$ cat config.mk
export PLATFORM = sky130hd
export DESIGN_NAME = sram_port_ctrl
export DESIGN_NICKNAME = d
export VERILOG_FILES = /design/src/rtl/sram_port_ctrl_pkg.sv /design/src/rtl/sram_port_ctrl_tag_pipe.sv /design/src/rtl/sram_port_ctrl.sv
export SDC_FILE = /design/constraint.sdc
export NUM_CORES = 1
export LEC_CHECK = 0
export CAP_MARGIN = 25
export CORE_AREA = 2 2 109 111
export DETAILED_ROUTE_END_ITERATION = 10
export DIE_AREA = 0 0 111 113
export SLEW_MARGIN = 20
export SYNTH_ARGS = -nofsm -noshare
export SYNTH_HDL_FRONTEND = slang
export SYNTH_SLANG_ARGS = --single-unit
$ cat constraint.sdc
create_clock -name clk_i -period 4.3 [get_ports clk_i]
set_input_delay 0.645 -clock clk_i [delete_from_list [all_inputs] [get_ports clk_i]]
set_output_delay 0.645 -clock clk_i [all_outputs]
set_load 0.03 [all_outputs]
$ cat src/rtl/sram_port_ctrl_pkg.sv
// Shared types for the single-port instruction/data SRAM controller:
// requester ids, in-flight read tags and grant encodings.
package sram_port_ctrl_pkg;

    localparam int RD_LATENCY_DEF = 1;
    localparam int STARVE_MAX_DEF = 4;
    localparam int AW_DEF         = 32;
    localparam int STARVE_W       = 4;

    typedef enum logic {
        SRC_IF  = 1'b0,
        SRC_MEM = 1'b1
    } src_e;

    typedef struct packed {
        logic valid;
        src_e src;
        logic is_wr;
    } tag_t;

    typedef enum logic [1:0] {
        GNT_NONE   = 2'd0,
        GNT_IF     = 2'd1,
        GNT_MEM_WR = 2'd2,
        GNT_MEM_RD = 2'd3
    } gnt_e;

    function automatic tag_t tag_from_grant(input gnt_e gnt);
        tag_t t;
        t.valid = (gnt != GNT_NONE);
        t.src   = (gnt == GNT_IF) ? SRC_IF : SRC_MEM;
        t.is_wr = (gnt == GNT_MEM_WR);
        return t;
    endfunction

endpackage

$ cat src/rtl/sram_port_ctrl_tag_pipe.sv
// Fixed-depth tag shift register that tracks each SRAM access until its
// read data (or write completion) is due back at the requester.
module sram_tag_pipe
    import sram_port_ctrl_pkg::*;
#(
    parameter int DEPTH = RD_LATENCY_DEF
) (
    input  logic clk_i,
    input  logic rst_ni,
    input  tag_t tag_i,
    output tag_t tag_o
);

    genvar gi;
    generate
        for (gi = 0; gi < DEPTH; gi++) begin : g_stage
            tag_t stage_d;
            tag_t stage_q;

            if (gi == 0) begin : g_head
                assign stage_d = tag_i;
            end else begin : g_body
                assign stage_d = g_stage[gi-1].stage_q;
            end

            // No stall path: every stage advances unconditionally.
            always_ff @(posedge clk_i or negedge rst_ni) begin
                if (!rst_ni) begin
                    stage_q <= '0;
                end else begin
                    stage_q <= stage_d;
                end
            end
        end
    endgenerate

    assign tag_o = g_stage[DEPTH-1].stage_q;

endmodule

$ cat src/rtl/sram_port_ctrl.sv
// Arbitrates IF reads and MEM reads/writes onto one SRAM port, one grant per
// cycle, and returns responses in grant order after a fixed latency.
module sram_port_ctrl
    import sram_port_ctrl_pkg::*;
#(
    parameter int RD_LATENCY = RD_LATENCY_DEF,
    parameter int STARVE_MAX = STARVE_MAX_DEF,
    parameter int AW         = AW_DEF
) (
    input  logic                clk_i,
    input  logic                rst_ni,

    input  logic                if_req_i,
    input  logic [AW-1:0]       if_addr_i,
    output logic                if_addr_ok_o,
    output logic                if_data_ok_o,
    output logic [31:0]         if_rdata_o,

    input  logic                mem_req_i,
    input  logic [3:0]          mem_we_i,
    input  logic [AW-1:0]       mem_addr_i,
    input  logic [31:0]         mem_wdata_i,
    output logic                mem_addr_ok_o,
    output logic                mem_data_ok_o,
    output logic [31:0]         mem_rdata_o,

    output logic                sram_en_o,
    output logic [3:0]          sram_we_o,
    output logic [AW-1:0]       sram_addr_o,
    output logic [31:0]         sram_wdata_o,
    input  logic [31:0]         sram_rdata_i,

    output logic [STARVE_W-1:0] starve_cnt_o
);

    localparam logic [STARVE_W-1:0] STARVE_LIM = STARVE_W'(STARVE_MAX);

    logic [STARVE_W-1:0] starve_q;
    logic [STARVE_W-1:0] starve_d;
    logic                force_if;
    gnt_e                gnt;
    tag_t                tag_in;
    tag_t                tag_out;

    assign force_if = if_req_i && (starve_q == STARVE_LIM);

    // Grants are suppressed while reset is held so the SRAM port and the
    // requester handshakes stay quiet even if requests are already raised.
    always_comb begin
        gnt = GNT_NONE;
        if (rst_ni) begin
            if (force_if) begin
                gnt = GNT_IF;
            end else if (mem_req_i && (|mem_we_i)) begin
                gnt = GNT_MEM_WR;
            end else if (mem_req_i) begin
                gnt = GNT_MEM_RD;
            end else if (if_req_i) begin
                gnt = GNT_IF;
            end
        end
    end

    always_comb begin
        if_addr_ok_o  = 1'b0;
        mem_addr_ok_o = 1'b0;
        sram_en_o     = 1'b0;
        sram_we_o     = 4'b0;
        sram_addr_o   = '0;
        sram_wdata_o  = '0;
        unique case (gnt)
            GNT_IF: begin
                if_addr_ok_o = 1'b1;
                sram_en_o    = 1'b1;
                sram_addr_o  = if_addr_i;
            end
            GNT_MEM_WR: begin
                mem_addr_ok_o = 1'b1;
                sram_en_o     = 1'b1;
                sram_we_o     = mem_we_i;
                sram_addr_o   = mem_addr_i;
                sram_wdata_o  = mem_wdata_i;
            end
            GNT_MEM_RD: begin
                mem_addr_ok_o = 1'b1;
                sram_en_o     = 1'b1;
                sram_addr_o   = mem_addr_i;
            end
            default: begin
            end
        endcase
    end

    // Counts only cycles where IF is actively waiting; saturates at the limit.
    always_comb begin
        starve_d = starve_q;
        if (!if_req_i || (gnt == GNT_IF)) begin
            starve_d = '0;
        end else if (starve_q != STARVE_LIM) begin
            starve_d = starve_q + 1'b1;
        end
    end

    always_ff @(posedge clk_i or negedge rst_ni) begin
        if (!rst_ni) begin
            starve_q <= '0;
        end else begin
            starve_q <= starve_d;
        end
    end

    assign starve_cnt_o = starve_q;
    assign tag_in       = tag_from_grant(gnt);

    sram_tag_pipe #(
        .DEPTH (RD_LATENCY)
    ) u_tag_pipe (
        .clk_i  (clk_i),
        .rst_ni (rst_ni),
        .tag_i  (tag_in),
        .tag_o  (tag_out)
    );

    always_comb begin
        if_data_ok_o  = 1'b0;
        if_rdata_o    = '0;
        mem_data_ok_o = 1'b0;
        mem_rdata_o   = '0;
        if (tag_out.valid) begin
            if (tag_out.src == SRC_IF) begin
                if_data_ok_o = 1'b1;
                if_rdata_o   = sram_rdata_i;
            end else begin
                mem_data_ok_o = 1'b1;
                mem_rdata_o   = tag_out.is_wr ? 32'h0 : sram_rdata_i;
            end
        end
    end

endmodule

# Word-level counts from Yosys, hierarchy flattened

Index checks and enable logic that the tools add are counted.

$add $sub $neg: 1
Multipliers: 0
Divide/modulo/power cells: 0
$lt $le $gt $ge: 0
Equality and inequality tests: 5
Shift-type cells: 0
Multiplexer cells: 23
Bitwise logic cells: 0
Reductions and logical operators: 9

Operator list:

| cell                | number |
|---|---|
| $mux 32             | 6 |
| $pmux 32 s2         | 1 |
| $mux 4              | 3 |
| $mux 1              | 9 |
| $mux 2              | 4 |
| $add 4x1->4 const B | 1 |
| $eq 2x2->1 const B  | 2 |
| $eq 4x3->1 const B  | 1 |
| $ne 4x3->1 const B  | 1 |
| $reduce_bool 2->1   | 2 |
| $reduce_or 4->1     | 1 |
| $reduce_or 3->1     | 1 |
| $eq 2x1->1 const B  | 1 |
| $logic_and 1x1->1   | 2 |
| $reduce_or 2->1     | 1 |
| $logic_not 1->1     | 1 |
| $logic_or 1x1->1    | 1 |

Register bits after elaboration: 7
Bits in latches: 0
RAM bits: 0
Memory bits (read-only): 0
Output and inout bits: 141
Logic and storage cells: 42
Memories kept: 0

# Logic depth before layout (Yosys ltp)

Gate-level depths: netlist of the first run.

Word-level depth: 8
Mapped depth: 6

# By module

From an unflattened synthesis of the first run, not the netlist that was laid out.

Cell total of the unflattened synthesis: 187
Area, all modules: 1366.3 µm²

By module, submodules not included:

| module         | instances | cells an instance | area an instance (µm²) |
|---|---|---|---|
| sram_port_ctrl | 1         | 184               | 1291.2 |
| sram_tag_pipe  | 1         | 3                 | 75.1 |

# Worst setup path before layout of the first run

Ideal clock, no wire load.

Path type: register to output
From: register starve_q[0], in the netlist starve_cnt_o[0]
To: output port sram_addr_o[17]
Data arrival time: 1970 ps
Path slack: 1685 ps
Cell stages (with the launch flop): 7
Path buffers: 1
Cell sequence: dfrtp_1 > inv_1 > ha_1 > and3b_1 > a21oi_4 > buf_2 > a22o_1

Cells in the longest elaborated chain, start to end: 7
Elaborated cells between the ends (all ways): 9
Those cells by class: 4 x eq/ne; 3 x mux; 2 x reduce/logical

RTL lines:

| what                             | line                  | RTL |
|---|---|---|
| start: declaration               | sram_port_ctrl.sv:38  | `logic [STARVE_W-1:0] starve_q;` |
| start signal: assignment         | sram_port_ctrl.sv:108 | `starve_q <= starve_d;` |
| $eq 4x3->1 (*)                   | sram_port_ctrl.sv:45  | `assign force_if = if_req_i && (starve_q == STARVE_LIM);` |
| $logic_and 1x1->1 (*)            | sram_port_ctrl.sv:45  |  |
| $mux 2 (*)                       | sram_port_ctrl.sv:52  | `if (force_if) begin` |
| $mux 2 (*)                       | sram_port_ctrl.sv:51  | `if (rst_ni) begin` |
| $eq 2x2->1                       | sram_port_ctrl.sv:71  | `unique case (gnt)` |
| $reduce_or 2->1 (no source line) | n/a                   |  |
| $pmux 32 s2 (*)                  | sram_port_ctrl.sv:71  |  |
| end: declaration                 | sram_port_ctrl.sv:29  | `output logic [AW-1:0] sram_addr_o,` |

Every way passes the cells marked *; elsewhere a longest branch is shown, timed or not.

# Worst setup path after layout of the first run

From: input port if_req_i
To: output port sram_addr_o[12]

Cells in the longest elaborated chain, start to end: 8
Elaborated cells between the ends (all ways): 11
Those cells by class: 3 x eq/ne; 6 x mux; 2 x reduce/logical

RTL lines:

| what                             | line                 | RTL |
|---|---|---|
| start: declaration               | sram_port_ctrl.sv:13 | `input logic if_req_i,` |
| $mux 1                           | sram_port_ctrl.sv:58 | `end else if (if_req_i) begin` |
| $mux 2                           | sram_port_ctrl.sv:56 | `end else if (mem_req_i) begin` |
| $mux 2                           | sram_port_ctrl.sv:54 | `end else if (mem_req_i && (\|mem_we_i)) begin` |
| $mux 2 (*)                       | sram_port_ctrl.sv:52 |  |
| $mux 2 (*)                       | sram_port_ctrl.sv:51 |  |
| $eq 2x2->1                       | sram_port_ctrl.sv:71 |  |
| $reduce_or 2->1 (no source line) | n/a                  |  |
| $pmux 32 s2 (*)                  | sram_port_ctrl.sv:71 |  |

Marked as above.

==> results.yml, run 1 <==
run_status:
  run_status: "completed"
finish:
  area_used_by_multi_input_combinational_logic_um2: 1100
  layout.filler_cells: 1137
  final_layout_size_suffix_gt1_share_pct: 2.63
  design.final.nets: 596
  design_area_um2: 4360
  antenna_cells_inserted: 0
  area.sequential_um2: 175
  syn_to_final_growth_pct: 219
clock_network:
  cts_post_setup_buffers_inserted: 0
  ctsHoldBuffers: 0
  ctsLongestPathBuffers: 2
  cts-buffers-inserted: 3
  clkSinkCount: 7
  htree_num_levels: 1
  insertion_delay_ns: 0.23
  clk_transition_reported_paths_ns: 0.03
  tritoncts_clock_tree: "built"
  post_cts.resized_instances: 0
  cts_root_buf: "sky130_fd_sc_hd__clkbuf_16"
drt:
  antenna_violating_nets_post_route: 0
  routed_wirelength_um: 8410
  avgViaCountPerCell: 3.95
  route.vias.total: 2369
  drt_drc_violations_left: 0
  drt_first_iter_violations: 71
  drt_pass1_iterations: 4
  routedWlPerCell_um: 14.0
setup_path:
  crit_path_max_incr_delay_ns: 0.71
  cp.arrival_ns: 2.85
  reg2reg_setup_slack_ns: 2.66
  critical_path.cell_chain: "clkdlybuf4s50_1 > nand2_1 > a21oi_2 > buf_4 > a22o_1 > clkdlybuf4s50_1"
  critical_path_buf_inv_count: 3
  reg2reg_depth: 6
  timing.rr.end: "starve_cnt_o[2]"
  cp_top_family: "buffers and inverters"
  crit_start: "if_req_i"
  setup.worst_path.start_class: "input pin"
  critPathKind: "in -> out"
  cp.depth: 6
  r2r-start: "starve_cnt_o[0]"
  most_repeated_library_cell_on_the_critical_path: "sky130_fd_sc_hd__clkdlybuf4s50_1"
  setup.worst_path.end_class: "output port"
  worstSetupEndpoint: "sram_addr_o[12]"
  crit_path_max_fanout: 35
  crit_slowest_cell: "sky130_fd_sc_hd__clkdlybuf4s50_1"
  cp_data_required_time_ns: 3.65
place:
  dpl_cell_area_um2: 4280
  quantity_of_i_o_buffers_inserted_on_ports: 276
  place_hpwl_um: 7380
  pre_cts_slack_ns: 0.792
  gp_routability_congestion: 0.793
sta:
  hold_violations: 0
  finalClockSkew_ns: 0.00179
  tightest_slew_ns: 0.395
  final-setup-viol-count: 0
  max_slew_margin_pct: 73.6
  grt_setup_unrepaired: "false"
  worst_slack_ns: 0.803
  maxSlewViolCount: 0
  fmaxAchievable_mhz: 286
  final_period_minus_worst_setup_slack_ns: 3.50
  fin_crit_sh_pct: 81.3
  total_negative_setup_slack_ns: 0
power_and_ir_drop:
  p_per_area_nw_per_um2: 153
  vdd_drop_max_uv: 98.0
  power_leakage_nw: 1.66
synthesis:
  number_of_standard_cells_after_synthesis: 187
  syn_avg_cell_area_um2: 7.31
  dominant_synthesized_flop_cell: "sky130_fd_sc_hd__dfrtp_1"
  synthDistinctLibCells: 23
  top_cells_by_instance_count_after_synthesis: "sky130_fd_sc_hd__and2_1, sky130_fd_sc_hd__a22o_1, sky130_fd_sc_hd__buf_2, sky130_fd_sc_hd__dfrtp_1"
  synthTopCellsByArea: "sky130_fd_sc_hd__and2_1, sky130_fd_sc_hd__a22o_1, sky130_fd_sc_hd__dfrtp_1, sky130_fd_sc_hd__buf_2, sky130_fd_sc_hd__ha_1"
  post-synth-top-count-cell: "sky130_fd_sc_hd__and2_1"
  post_synthesis_instance_area_um2: 1370
  ys_async_sr_fraction_pct: 100
  synth.largest_area_cell: "sky130_fd_sc_hd__and2_1"
  synth.yosys.seq_area_share_pct: 12.8
  synthesis.yosys.warnings: 0
  mappedNetlistNets: 325
  ffs_latches_synth: 7
  yosys_top_cell_area_share_pct: 46.2
  number_of_enable_type_register_cells_in_the_synthesized_netlist: 0
worst_hold_path:
  hold_class: "reg -> reg"
grt:
  vias_in_the_first_global_route: 2371
  overall_overflow_remaining_after_global_route: 0
  grt_start_max_net_pins: 38
  aggregate_global_route_resource_usage_pct: 12.1
  grt_first_pass_wirelength_um: 12300
  antenna_found_initial: 0
flow_run:
  maxCapViolCount: 0
floorplanning:
  chipHeight_um: 113
  total_i_o_pin_count: 277
  initial_utilization_pct: 12.1
  die_x_um: 111
  dieArea_um2: 12500
  placementRows: 39
  floorplan.core_area_um2: 11300
## per-stage QoR
step / hold WS [ns] / std cells / power, W / util, %
6_report: 0.602 / 600 / 0.000666 / 38.7
5_1_grt: 0.654 / 600 / 0.000697 / 38.7
4_1_cts: 0.609 / 600 / 0.000673 / 38.7
3_5_place_dp: 0.600 / 596 / 0.000512 / 38.0
3_3_place_gp: 0.579 / 596 / 0.000509 / 38.0
2_1_floorplan: 0.349 / 187 / 0.000261 / -
## layer usage
layer,global-route usage [%],wire length [µm]
met1,12.5,2990
met4,2.42,85
met2,23.9,4470
met3,3.80,864
met5,0,0
## registers in the layout, summed over array words and instances, names as in the netlist
name,cells
u_tag_pipe.tag_o,3
starve_cnt_o,4
## layout make-up
class                   count  area share [%]
clock buffers               4            1.81
inverters                   4           0.344
multi-input cells         160            25.3
flip-flops and latches      7            4.02
well taps                 143            4.10
repair buffers            282            64.4
## worst reg2reg max path, cell delays in order (launching register included)
cell                       delay, ns
sky130_fd_sc_hd__dfrtp_1        0.42
sky130_fd_sc_hd__inv_1          0.10
sky130_fd_sc_hd__ha_1           0.19
sky130_fd_sc_hd__nand3b_1       0.19
sky130_fd_sc_hd__a21oi_2        0.18
sky130_fd_sc_hd__buf_4          0.35
sky130_fd_sc_hd__a311oi_1       0.09
## cells in the final DEF, fill, tap and decap left out, drive strengths merged
cell	instances
clkdlybuf4s50	276
and2	101
a22o	32
dfrtp	7
nand2	6
buf	6
inv	4
clkbuf	4
nor2	2
nor2b	2
o21ai	2
o32ai	2
ha	2
a21oi	2
and3b	1
nand3b	1
nor4	1
a211oi	1
nand3	1
xor2	1
nor3b	1
nand2b	1
a311oi	1
## cells by family (layout without fill, tap and decap cells)
family | count (synthesis) | after routing | share of synthesized area (%)
AO/OA/AOI/OAI | 40 | 40 | 25.9
adder cells (fa/ha/maj) | 2 | 2 | 1.83
XOR/XNOR | 1 | 1 | 0.641
AND/OR/NAND/NOR | 117 | 117 | 52.4
flip-flops | 7 | 7 | 12.8
buffers and inverters | 20 | 290 | 6.41
## worst min-delay path by stage
stage,start,to,slack [ns],cells after the start
floorplan,rst_ni,starve_cnt_o[0],0.35,0
global placement,starve_cnt_o[2],starve_cnt_o[2],0.58,1
detailed placement,starve_cnt_o[2],starve_cnt_o[2],0.60,1
CTS,starve_cnt_o[2],starve_cnt_o[2],0.61,1
global route,starve_cnt_o[2],starve_cnt_o[2],0.65,1
finish,starve_cnt_o[2],starve_cnt_o[2],0.60,1
## report_power, final
group / switching, W / internal (W) / total, W
clock network: 0.0000340 / 0.000123 / 0.000157
registers: 0.00000334 / 0.0000696 / 0.0000730
logic: 0.000200 / 0.000235 / 0.000435
No activity file was read; power rests on OpenSTA's default activity.
==> inputs of run 2 (changes only) <==
--- a/config.mk
+++ b/config.mk
@@ -6,9 +6,9 @@
 export NUM_CORES = 1
 export LEC_CHECK = 0
 export CAP_MARGIN = 25
-export CORE_AREA = 2 2 109 111
+export CORE_AREA = 2 2 107 109
 export DETAILED_ROUTE_END_ITERATION = 10
-export DIE_AREA = 0 0 111 113
+export DIE_AREA = 0 0 109 111
 export SLEW_MARGIN = 20
 export SYNTH_ARGS = -nofsm -noshare
 export SYNTH_HDL_FRONTEND = slang
==> constraint.sdc (replaced) <==
create_clock -name clk_i -period 2.9 [get_ports clk_i]
set_input_delay 0.435 -clock clk_i [delete_from_list [all_inputs] [get_ports clk_i]]
set_output_delay 0.435 -clock clk_i [all_outputs]
set_load 0.03 [all_outputs]
==> run 2 against run 1 <==
Design area down 4.4%. Non-clock buffer count up 2. Via count up 2.0%. Critical path type is now reg -> out. Critical endpoint is now sram_wdata_o[2]. Largest cell class unchanged. Highest routed layer unchanged.
==> results.yml, run 2 (same netlist as run 1, synthesis figures left out) <==
drt:
  drt_drc_violations_left: 0
  drt_first_iter_violations: 86
  routed_wirelength_um: 8160
  avgViaCountPerCell: 4.01
  route.vias.total: 2416
  routedWlPerCell_um: 13.5
  drt_pass1_iterations: 4
  antenna_violating_nets_post_route: 0
floorplanning:
  dieArea_um2: 12100
  placementRows: 39
  floorplan.core_area_um2: 11100
  chipHeight_um: 111
  die_x_um: 109
  total_i_o_pin_count: 277
  initial_utilization_pct: 12.3
power_and_ir_drop:
  share_comb_of_total_power_pct: 64.4
  vdd_drop_max_uv: 154
  seqPwrFrac_pct: 11.2
  switchingPower_w: 0.000362
  cell_internal_pwr_w: 0.000614
  p_per_area_nw_per_um2: 234
  power_leakage_nw: 1.87
  power.share.clock_pct: 24.5
  power_switching_share_pct: 37.1
setup_path:
  critical_path.cell_chain: "inv_1 > ha_1 > and3b_1 > a211oi_2 > buf_4 > and2_1 > buf_12"
  critPathKind: "reg -> out"
  timing.rr.end: "u_tag_pipe.tag_o[0]"
  crit_slowest_cell: "sky130_fd_sc_hd__dfrtp_1"
  crit_path_max_fanout: 33
  cp_data_required_time_ns: 2.47
  reg2reg_setup_slack_ns: 1.31
  crit_path_max_incr_delay_ns: 0.42
  reg2reg_depth: 5
  cp.arrival_ns: 2.07
  setup.worst_path.end_class: "output port"
  r2r-start: "starve_cnt_o[0]"
  setup.worst_path.start_class: "flop"
flow_run:
  maxCapViolCount: 0
finish:
  syn_to_final_growth_pct: 205
  fin_cells: 602
  layout.filler_cells: 1114
  largest_register_ff_count: 4
  design.final.nets: 598
  antenna_cells_inserted: 0
  most-common-layout-cells: "sky130_fd_sc_hd__clkdlybuf4s50_1, sky130_fd_sc_hd__buf_4, sky130_fd_sc_hd__and2_1"
  final_layout_size_suffix_gt1_share_pct: 25.9
  most_common_library_cell_in_the_layout_ignoring_fill_and_taps: "sky130_fd_sc_hd__clkdlybuf4s50_1"
  design_area_um2: 4170
  post-route-util_pct: 37.6
clock_network:
  tritoncts_clock_tree: "built"
  insertion_delay_ns: 0.23
  ctsHoldBuffers: 0
  cts_post_setup_buffers_inserted: 0
  ctsLongestPathBuffers: 2
  htree_num_levels: 1
  cts-buffers-inserted: 3
  cts_root_buf: "sky130_fd_sc_hd__clkbuf_16"
  clkSinkCount: 7
  clk_transition_reported_paths_ns: 0.04
  post_cts.resized_instances: 0
sta:
  final-setup-viol-count: 0
  max_slew_margin_pct: 67.1
  fmaxAchievable_mhz: 399
  final_period_minus_worst_setup_slack_ns: 2.51
  hold_violations: 0
  total_negative_setup_slack_ns: 0
  fin_crit_sh_pct: 86.5
  grt_setup_unrepaired: "false"
  finalClockSkew_ns: 0.000289
  maxSlewViolCount: 0
  tightest_slew_ns: 0.493
grt:
  antenna_found_initial: 0
  grt_start_max_net_pins: 35
  gr-usage-met1_pct: 13.2
  grt_first_pass_wirelength_um: 11800
  grt_busiest_layer: "met2"
  aggregate_global_route_resource_usage_pct: 12.2
  use_met2_pct: 23.5
  overall_overflow_remaining_after_global_route: 0
  grt_use_met3_pct: 2.94
  vias_in_the_first_global_route: 2400
place:
  placedCellCount: 598
  place_hpwl_um: 7060
  dpl_cell_area_um2: 4090
  gp_routability_congestion: 0.837
  quantity_of_i_o_buffers_inserted_on_ports: 276
worst_hold_path:
  hold_class: "in -> async"
run_status:
  run_status: "completed"
==> run 2: cell count changes in the layout (fill, tap and decap cells not counted) <==
cell,delta
sky130_fd_sc_hd__buf_12,+4
sky130_fd_sc_hd__buf_4,+102
sky130_fd_sc_hd__clkbuf_1,-1
sky130_fd_sc_hd__clkdlybuf4s50_1,-104
sky130_fd_sc_hd__clkinv_2,+1
==> run 2: metrics by stage <==
step                      power [W]  hold WS, ns  setup WS [ns]
after detailed placement   0.000742        0.602          0.431
after floorplan            0.000387        0.139          0.495
after global placement     0.000739        0.556          0.427
final                      0.000976        0.401          0.391
after global routing        0.00102        0.411          0.230
after CTS                  0.000987        0.402          0.339
==> run 2: worst max-delay path by stage <==
| stage | start | end | cells after the start |
|---|---|---|---|
| after floorplan | starve_cnt_o[0] | sram_addr_o[17] | 6 |
| after global placement | rst_ni | sram_en_o | 4 |
| after detailed placement | rst_ni | sram_en_o | 4 |
| after CTS | starve_cnt_o[0] | sram_wdata_o[2] | 7 |
| after global routing | starve_cnt_o[0] | sram_wdata_o[2] | 7 |
| final | starve_cnt_o[0] | sram_wdata_o[2] | 7 |
==> run 2: cell type report <==
cell class | count | area, µm² | area share, %
repair buffers | 284 | 2610 | 62.7
clock inverters | 1 | 5.00 | 0.120
clock buffers | 3 | 75.1 | 1.80
flip-flops and latches | 7 | 175 | 4.21
multi-input cells | 160 | 1100 | 26.5
inverters | 4 | 15.0 | 0.360
well taps | 143 | 179 | 4.30
==> run 2: metal layers <==
metal | vias up | part of all wire (%)
met4 | 0 | 1.3
met3 | 11 | 10
met2 | 155 | 53
met5 | - | 0
met1 | 1071 | 36
li1 | 1179 | -
==> run 2: power groups by stage <==
stage,Sequential (W),Combinational (W),Clock (W)
after floorplan,0.000114,0.000273,0
after global placement,0.000110,0.000629,0
final,0.000109,0.000628,0.000239
after detailed placement,0.000110,0.000632,0
after CTS,0.000109,0.000634,0.000243
after global routing,0.000110,0.000663,0.000248
==> run 2: critical path: cells and delay by family (launching register included) <==
kind	cells	cell delay, ns
AO/OA/AOI/OAI	1	0.22
adder cells (fa/ha/maj)	1	0.23
buffers and inverters	3	0.50
flip-flops	1	0.42
AND/OR/NAND/NOR	2	0.45
==> inputs of run 3 (changes only) <==
--- a/config.mk
+++ b/config.mk
@@ -5,10 +5,10 @@
 export SDC_FILE = /design/constraint.sdc
 export NUM_CORES = 1
 export LEC_CHECK = 0
-export CAP_MARGIN = 25
-export CORE_AREA = 2 2 107 109
+export CAP_MARGIN = 15
+export CORE_AREA = 2 2 108 110
 export DETAILED_ROUTE_END_ITERATION = 10
-export DIE_AREA = 0 0 109 111
+export DIE_AREA = 0 0 110 112
 export SLEW_MARGIN = 20
 export SYNTH_ARGS = -nofsm -noshare
 export SYNTH_HDL_FRONTEND = slang
==> constraint.sdc (replaced) <==
create_clock -name clk_i -period 2.8 [get_ports clk_i]
set_input_delay 0.42 -clock clk_i [delete_from_list [all_inputs] [get_ports clk_i]]
set_output_delay 0.42 -clock clk_i [all_outputs]
set_load 0.03 [all_outputs]
==> run 3 against run 2 <==
Critical path depth stayed put. Power is 6.4% higher. Utilization is 1.2 points higher. Largest power group unchanged. Via count is 1.4% lower. Sequential power hardly changed. Hold slack better by 0.17 ns. Design area is 4.2% higher. Critical endpoint is now sram_addr_o[13]. Non-clock buffer count is 1 higher. Routed wire length is 11% higher. Clock power is 3% higher.
==> results.yml, run 3 (same netlist as run 1, synthesis figures left out) <==
drt:
  drt_first_iter_violations: 66
  route.vias.total: 2382
  drt_pass1_iterations: 4
  antenna_violating_nets_post_route: 0
  avgViaCountPerCell: 3.94
  routedWlPerCell_um: 15.0
  drt_drc_violations_left: 0
  routed_wirelength_um: 9030
grt:
  overall_overflow_remaining_after_global_route: 0
  antenna_found_initial: 0
  grt_busiest_layer: "met2"
  grt_use_met3_pct: 3.98
  use_met2_pct: 26.0
  vias_in_the_first_global_route: 2425
  aggregate_global_route_resource_usage_pct: 13.4
  grt_start_max_net_pins: 38
  gr-usage-met1_pct: 14.5
  grt_first_pass_wirelength_um: 13000
sta:
  tightest_slew_ns: 0.744
  min_hold_slack_ns: 0.567
  fin_crit_sh_pct: 94.1
  maxSlewViolCount: 0
  total_negative_setup_slack_ns: 0
  grt_setup_unrepaired: "false"
  final_period_minus_worst_setup_slack_ns: 2.63
  hold_violations: 0
  final-setup-viol-count: 0
  fmaxAchievable_mhz: 380
  max_slew_margin_pct: 50.3
  finalClockSkew_ns: 0.00272
  worst_slack_ns: 0.166
clock_network:
  ctsHoldBuffers: 0
  ctsLongestPathBuffers: 2
  htree_num_levels: 1
  tritoncts_clock_tree: "built"
  insertion_delay_ns: 0.23
  cts_root_buf: "sky130_fd_sc_hd__clkbuf_16"
  cts-buffers-inserted: 3
  clk_transition_reported_paths_ns: 0.04
  clkSinkCount: 7
place:
  placedCellCount: 597
  pre_cts_slack_ns: 0.0576
  place_hpwl_um: 7620
  quantity_of_i_o_buffers_inserted_on_ports: 276
  gp_routability_congestion: 0.758
floorplanning:
  total_i_o_pin_count: 277
  floorplan.core_area_um2: 11200
  dieArea_um2: 12300
  placementRows: 39
  initial_utilization_pct: 12.2
  chipHeight_um: 112
  die_x_um: 110
finish:
  syn_to_final_growth_pct: 218
  area.sequential_um2: 175
  most-common-layout-cells: "sky130_fd_sc_hd__clkdlybuf4s50_1, sky130_fd_sc_hd__buf_4, sky130_fd_sc_hd__and2_1"
  largest_register_ff_count: 4
  final_layout_size_suffix_gt1_share_pct: 27.5
  layout.filler_cells: 1147
  most_common_library_cell_in_the_layout_ignoring_fill_and_taps: "sky130_fd_sc_hd__clkdlybuf4s50_1"
  fin_cells: 604
  area_used_by_multi_input_combinational_logic_um2: 1140
  design.final.nets: 600
  antenna_cells_inserted: 0
setup_path:
  reg2reg_depth: 5
  reg2reg_setup_slack_ns: 1.22
  crit_path_max_fanout: 34
  critPathKind: "in -> out"
  setup.worst_path.start_class: "input pin"
  cp.arrival_ns: 2.21
  setup.worst_path.end_class: "output port"
  cp_data_required_time_ns: 2.38
power_and_ir_drop:
  vdd_drop_max_uv: 147
  power_leakage_nw: 1.92
  p_per_area_nw_per_um2: 239
  post-layout-total-power_w: 0.00104
flow_run:
  maxCapViolCount: 0
run_status:
  run_status: "completed"
worst_hold_path:
  hold_class: "in -> async"
==> run 3: routing by layer <==
layer | wire, µm | share of wire, % | up-vias
met4 | 38 | 0.42 | 0
met2 | 4850 | 54 | 143
met5 | 0 | 0 | -
li1 | - | - | 1180
met1 | 3220 | 36 | 1055
met3 | 919 | 10 | 4
==> run 3: power by group <==
part	switching, W	total [W]	internal [W]
clock network	0.0000564	0.000246	0.000190
registers	0.00000515	0.000112	0.000107
logic	0.000321	0.000680	0.000359
total	0.000383	0.00104	0.000656
==> run 3: final cells by class <==
cell class	instances	share of cell area, %
multi-input cells	161	26.2
well taps	143	4.12
flip-flops and latches	7	4.04
clock buffers	4	1.82
repair buffers	285	63.5
inverters	4	0.346
==> run 3: per-stage QoR <==
step	utilization [%]	cell area, µm²
after floorplan	-	1370
after global placement	37.5	4200
after detailed placement	37.5	4200
after CTS	38.5	4300
after global routing	38.8	4340
final	38.8	4340
==> run 3: what timing repair did <==
item | CTS | global route
gates cloned | 1 | 0
endpoints found under the hold margin | 0 | 0
setup buffers | 0 | 2
gates resized for setup | 2 | 0
pin swaps | 1 | 2
setup endpoints to repair | 32 | 27
==> run 3: worst paths after layout <==
| path | from | end |
|---|---|---|
| setup / recovery | if_req_i | sram_addr_o[13] |
| hold / removal | rst_ni | starve_cnt_o[3] |
| setup reg to reg | starve_cnt_o[0] | u_tag_pipe.tag_o[0] |
| hold reg to reg | starve_cnt_o[2] | starve_cnt_o[2] |
| max in group asynchronous | rst_ni | u_tag_pipe.tag_o[1] |
| min in group clk_i | starve_cnt_o[2] | starve_cnt_o[2] |
==> run 3: critical path: stages <==
cell and delay (ns):
sky130_fd_sc_hd__clkdlybuf4s50_1 0.74, sky130_fd_sc_hd__buf_4 0.23, sky130_fd_sc_hd__nand2_1 0.06, sky130_fd_sc_hd__a21oi_2 0.19
sky130_fd_sc_hd__buf_12 0.22, sky130_fd_sc_hd__a22o_1 0.18, sky130_fd_sc_hd__buf_4 0.16
